`config.mk`:
```
export PLATFORM = sky130hd
export DESIGN_NAME = dmem_arbiter
export DESIGN_NICKNAME = d
export VERILOG_FILES = /design/src/rtl/dmem_arbiter.sv
export SDC_FILE = /design/constraint.sdc
export NUM_CORES = 1
export LEC_CHECK = 0
export BUFFER_PORTS_ARGS = -buffer_cell sky130_fd_sc_hd__buf_2
export CAP_MARGIN = 5
export CORE_MARGIN = 3
export CORE_UTILIZATION = 25
export CTS_CLUSTER_DIAMETER = 80
export CTS_CLUSTER_SIZE = 24
export DETAILED_ROUTE_END_ITERATION = 12
export SLEW_MARGIN = 10
export SYNTH_ARGS = -nofsm -noshare
export SYNTH_HDL_FRONTEND = slang
export SYNTH_SLANG_ARGS = --single-unit
```
`constraint.sdc`:
```
create_clock -name clk -period 1.6 [get_ports clk]
set_input_delay 0.24 -clock clk [delete_from_list [all_inputs] [get_ports clk]]
set_output_delay 0.24 -clock clk [all_outputs]
set_load 0.02 [all_outputs]
```
`src/rtl/dmem_arbiter.sv`:
```
// dmem_arbiter
//
// Sequencer and two-way arbiter for the single-port, synchronous-read data
// memory.
//
// A CPU load takes two cycles. The first cycle issues the read and stalls the
// pipeline. The second cycle returns the data combinationally from the memory.
// A CPU store completes in a single cycle.
//
// A debug/loader requester shares the memory port with the CPU. It wins when
// the CPU is idle. It also wins once it has lost STARVE_LIMIT consecutive
// arbitrations against the CPU.
//
// Parameters:
//   ADDR_WIDTH   - data-memory address width
//   DATA_WIDTH   - data word width
//   STARVE_LIMIT - consecutive lost arbitrations before debug is forced through
//                  (0 gives debug absolute priority)
//
// Ports:
//   clk, reset     - clock; synchronous active-low reset
//   cpu_req/we     - MEM-stage access request and store flag
//   cpu_addr/wdata - CPU address and store data
//   cpu_rdata      - CPU load data (live in CPU_RD, held afterwards)
//   cpu_stall      - freezes the front of the pipeline this cycle
//   dbg_valid/we   - debug request valid and write flag
//   dbg_addr/wdata - debug address and write data
//   dbg_ready      - debug request accepted this cycle
//   dbg_rvalid     - one-cycle pulse with debug read data
//   dbg_rdata      - debug read data (live in DBG_RD, held afterwards)
//   mem_*          - single memory port; mem_rdata valid the cycle after a read
module dmem_arbiter #(
    parameter int ADDR_WIDTH   = 8,
    parameter int DATA_WIDTH   = 16,
    parameter int STARVE_LIMIT = 4
) (
    input  logic                  clk,
    input  logic                  reset,
    input  logic                  cpu_req,
    input  logic                  cpu_we,
    input  logic [ADDR_WIDTH-1:0] cpu_addr,
    input  logic [DATA_WIDTH-1:0] cpu_wdata,
    output logic [DATA_WIDTH-1:0] cpu_rdata,
    output logic                  cpu_stall,
    input  logic                  dbg_valid,
    output logic                  dbg_ready,
    input  logic                  dbg_we,
    input  logic [ADDR_WIDTH-1:0] dbg_addr,
    input  logic [DATA_WIDTH-1:0] dbg_wdata,
    output logic                  dbg_rvalid,
    output logic [DATA_WIDTH-1:0] dbg_rdata,
    output logic                  mem_en,
    output logic                  mem_we,
    output logic [ADDR_WIDTH-1:0] mem_addr,
    output logic [DATA_WIDTH-1:0] mem_wdata,
    input  logic [DATA_WIDTH-1:0] mem_rdata
);

    localparam int CNT_WIDTH = (STARVE_LIMIT < 1) ? 1 : $clog2(STARVE_LIMIT + 1);
    localparam logic [CNT_WIDTH-1:0] CNT_MAX = CNT_WIDTH'(STARVE_LIMIT);

    typedef enum logic [1:0] {
        IDLE   = 2'd0,
        CPU_RD = 2'd1,
        DBG_RD = 2'd2
    } state_t;

    state_t                state;
    state_t                state_next;
    logic [CNT_WIDTH-1:0]  starve_cnt;
    logic [CNT_WIDTH-1:0]  starve_cnt_next;
    logic [DATA_WIDTH-1:0] cpu_rdata_q;
    logic [DATA_WIDTH-1:0] cpu_rdata_next;
    logic [DATA_WIDTH-1:0] dbg_rdata_q;
    logic [DATA_WIDTH-1:0] dbg_rdata_next;
    logic                  dbg_win;
    logic                  cpu_win;

    // Arbitration is only meaningful in IDLE. The read-data cycles never
    // grant anything, so both wins are qualified by the state.
    always_comb begin
        dbg_win = (state == IDLE) && dbg_valid && (!cpu_req || (starve_cnt == CNT_MAX));
        cpu_win = (state == IDLE) && cpu_req && !dbg_win;
    end

    // Control state and the two read-data holding registers.
    always_ff @(posedge clk) begin
        if (!reset) begin
            state       <= IDLE;
            starve_cnt  <= '0;
            cpu_rdata_q <= '0;
            dbg_rdata_q <= '0;
        end else begin
            state       <= state_next;
            starve_cnt  <= starve_cnt_next;
            cpu_rdata_q <= cpu_rdata_next;
            dbg_rdata_q <= dbg_rdata_next;
        end
    end

    // Next-state and output decode.
    // In the read cycles, cpu_stall depends only on state and cpu_req, so
    // there is no path from mem_rdata to the stall.
    always_comb begin
        state_next      = state;
        starve_cnt_next = starve_cnt;
        cpu_rdata_next  = cpu_rdata_q;
        dbg_rdata_next  = dbg_rdata_q;
        cpu_rdata       = cpu_rdata_q;
        dbg_rdata       = dbg_rdata_q;
        cpu_stall       = 1'b0;
        dbg_ready       = 1'b0;
        dbg_rvalid      = 1'b0;
        mem_en          = 1'b0;
        mem_we          = 1'b0;
        mem_addr        = '0;
        mem_wdata       = '0;

        case (state)
            IDLE: begin
                if (dbg_win) begin
                    dbg_ready       = 1'b1;
                    mem_en          = 1'b1;
                    mem_we          = dbg_we;
                    mem_addr        = dbg_addr;
                    mem_wdata       = dbg_wdata;
                    cpu_stall       = cpu_req;
                    starve_cnt_next = '0;
                    if (!dbg_we) begin
                        state_next = DBG_RD;
                    end
                end else if (cpu_win) begin
                    mem_en    = 1'b1;
                    mem_we    = cpu_we;
                    mem_addr  = cpu_addr;
                    mem_wdata = cpu_wdata;
                    if (!cpu_we) begin
                        cpu_stall  = 1'b1;
                        state_next = CPU_RD;
                    end
                    if (dbg_valid && (starve_cnt != CNT_MAX)) begin
                        starve_cnt_next = starve_cnt + 1'b1;
                    end
                end
            end
            CPU_RD: begin
                // cpu_req is still high here for the same load; it must not
                // be re-issued.
                cpu_rdata      = mem_rdata;
                cpu_rdata_next = mem_rdata;
                state_next     = IDLE;
            end
            DBG_RD: begin
                dbg_rvalid     = 1'b1;
                dbg_rdata      = mem_rdata;
                dbg_rdata_next = mem_rdata;
                cpu_stall      = cpu_req;
                state_next     = IDLE;
            end
            default: begin
                state_next = IDLE;
            end
        endcase

        // A withdrawn debug request resets the starvation history.
        if (!dbg_valid) begin
            starve_cnt_next = '0;
        end

        // While reset is held, every output is forced low.
        if (!reset) begin
            cpu_rdata  = '0;
            dbg_rdata  = '0;
            cpu_stall  = 1'b0;
            dbg_ready  = 1'b0;
            dbg_rvalid = 1'b0;
            mem_en     = 1'b0;
            mem_we     = 1'b0;
            mem_addr   = '0;
            mem_wdata  = '0;
        end
    end

endmodule

```
==> impl_metrics.toml <==
[status]
status = "complete, but fails checks"
violations = "negative setup slack"

[floorplanning]
coreArea_sq_um = 7019
initial_core_util_pct = 26.72
die_w_um = 92.62
std_cell_rows = 30
ios = 131
die_h_um = 92.62
dieArea_sq_um = 8578

[worst_setup_path]
slowest_delay_ps = 370
reg2reg_setup_slack_ps = 210
r2r_cells = 6
crit_buf_inv = 3
required_ps = 1360
critPathMaxFanout = 6
worst_path_max_delay_cell = "dfxtp_4"
worstSetupEndpointType = "output pin"
critPathTopFamily = "buffers and inverters"
arrival_ps = 1650
r2r-start = "starve_cnt[0]$_SDFFE_PN0P_"
startpoint_type = "flop"
path_cells = "nor3b_4 -> buf_12 -> clkbuf_16 -> nand2_1 -> o22ai_4 -> buf_6"
worstSetupPathType = "flop to output pin"
reg2reg_to = "state[0]$_SDFFE_PN0P_"

[clock_network]
cts_tree = "done"
cts.path.max_buffers = 2
cts.clk_slew.worst_paths_ps = 80
cts_made_buffers = 5
cts_max_level = 2
clock-sinks = 37
clockRootBuffer = "clkbuf_8"
worst_skew_pair.late_latency_ps = 280
hold_buffers = 0

[drt]
viasPerCell = 4.813
wl_per_cell_um = 14.66
top_layer_used = "met4"
drt-met1-wl_um = 2742
firstDrtPassIters = 4
vias = 2445
drc = 0
wl_met2_um = 3820
wirelength_um = 7446
wl_met3_um = 683
drt_iter0_markers = 72
drtAntennaViolNets = 0

[place]
postPlaceCellArea_sq_um = 2743
gp_congestion = 0.8143
dp_hpwl_um = 4692
numPortBuffers = 130

[power]
swShare_pct = 30.47
vdd_drop_max_mv = 0.3472
pwr-share-seq_pct = 39.3
power_density_nw_per_um2 = 655.3
static-leakage-power_uw = 0.001535
power.total_uw = 2419
internal_power_uw = 1682
power_frac_comb_pct = 34.0
switchingPower_uw = 737.3
p_clk_share_pct = 26.7

[synth]
synth-seq-area-share_pct = 39.49
synthCells = 264
synthArstFlopShare_pct = 0
synthFlopType = "dfxtp_1"
ys_types = 32
synth_edf_count = 0
yosysWarnings = 0
syn_nets = 336
postSynthAreaPerCell_sq_um = 7.104
synth-seq-cells = 37
netlist_area_sq_um = 1876

[grt]
grt_pass1_vias = 2376
grt_pass1_wl_um = 11010
grt_max_degree = 36
overflow = 0
antenna_found_initial = 0
grt_util_all_layers_pct = 15.68

[timing]
finalSetupTns_ps = -12320
report.final.slew_viol_count = 0
rsz0062_at_grt = "yes"
setup_slack_ps = -290.3
finalCritPeriodShare_pct = 118.1
relSlewSlack_pct = 65.43
skew_ps = 8.651
final_hold_viol_count = 0
period_minus_slack_ps = 1890
fmax_mhz = 529.0
setup_viol = 60
worstMarginPinSlew_ps = 518.6

[worst_hold_path]
hold_class = "input pin to flop"
min_to = "state[1]$_SDFFE_PN0P_"
hold_depth = 2
min-delay-start = "dbg_we"

[finish]
stdcell_area_sq_um = 3692
final_cell_mix = "nand2_1, buf_2, buf_4"
drive_above_1_share_pct = 58.01
utilization_pct = 52.60
n_antenna_cell = 0
area_delta_synth_final_pct = 96.86
layout_commonest_cell = "nand2_1"
nets = 484
fillCellCount = 665

[job]
cap_violations = 0
[flip-flops by register name, indices dropped and copies added, names as in the netlist]
name	cells
starve_cnt	3
state	2
dbg_rdata_q	16
cpu_rdata_q	16
[routing by layer]
layer	track usage, %	vias to the layer above
li1	-	1178
met1	16.40	1125
met2	28.82	126
met3	4.955	16
met4	6.471	0
met5	0	-
[synthesized netlist by cell type, types with 3 or more instances]
| cell type | number | area share, % |
|---|---|---|
| buf_4 | 5 | 2.0 |
| buf_2 | 15 | 4.0 |
| nand2_1 | 114 | 23 |
| inv_1 | 3 | 0.60 |
| o22ai_1 | 24 | 8.0 |
| a21oi_1 | 32 | 8.5 |
| clkbuf_1 | 3 | 0.60 |
| dfxtp_1 | 37 | 39 |
[kinds of logic (layout without fill, tap and decap cells)]
kind of cell	count (synthesis)	after routing	synth area share (%)
muxes	1	1	0.5337
adders and majority gates	2	2	1.334
buffers and inverters	27	175	7.405
xor gates and xnor gates	1	1	0.4671
and+or+nand+nor	133	133	31.15
AOI/OAI and AO/OA	63	63	19.61
DFF	37	37	39.49
[layout make-up]
type	count	area [sq um]	share of cell area [%]
Clock buffer	7	86.33	2.338
Inverter	4	15.01	0.4066
Multi-Input combinational cell	200	1380	37.38
Sequential cell	37	750.7	20.33
Tap cell	96	120.1	3.253
Timing Repair Buffer	164	1340	36.29
[power groups by stage]
stage                     Combinational, uW  Clock (uW)  Sequential [uW]
after floorplan                         296           0              969
after global placement                  523           0              973
after detailed placement                527           0              975
after CTS                               758         671              952
after global routing                    873         718              954
final                                   822         646              952
[stage by stage]
step           hold slack, ps  std cells  setup WS (ps)
2_1_floorplan           311.0        264          10.43
3_3_place_gp            437.6        485         -98.89
3_5_place_dp            432.7        485         -118.0
4_1_cts                 115.5        505         -300.4
5_1_grt                 111.8        508         -370.4
6_report                126.4        508         -290.3
[worst max path at each step]
stage | start | to | slack, ps | depth (start not counted)
floorplan | starve_cnt[0]$_SDFFE_PN0P_ | mem_wdata[10] | 10 | 6
global placement | state[0]$_SDFFE_PN0P_ | cpu_rdata[6] | -100 | 5
detailed placement | starve_cnt[0]$_SDFFE_PN0P_ | mem_wdata[8] | -120 | 7
CTS | state[0]$_SDFFE_PN0P_ | mem_wdata[8] | -300 | 7
global route | starve_cnt[0]$_SDFFE_PN0P_ | mem_wdata[15] | -370 | 8
finish | state[0]$_SDFFE_PN0P_ | mem_wdata[11] | -290 | 6
[what timing repair did]
item                       4_1_cts  5_1_grt
setup endpoints to repair       61       60
gates cloned                     3        3
hold endpoints to repair         0        0
resized for setup              133       34
buffers inserted                10        0
pin swaps                       17        5
[worst reg2reg max path, stage by stage, from the launching register on]
cell and delay, ps:
dfxtp_2 340, inv_2 50, ha_4 160, a21bo_4 210
and3_1 210, buf_4 140, nor4_2 200
Power figures use the tool's default switching activity.
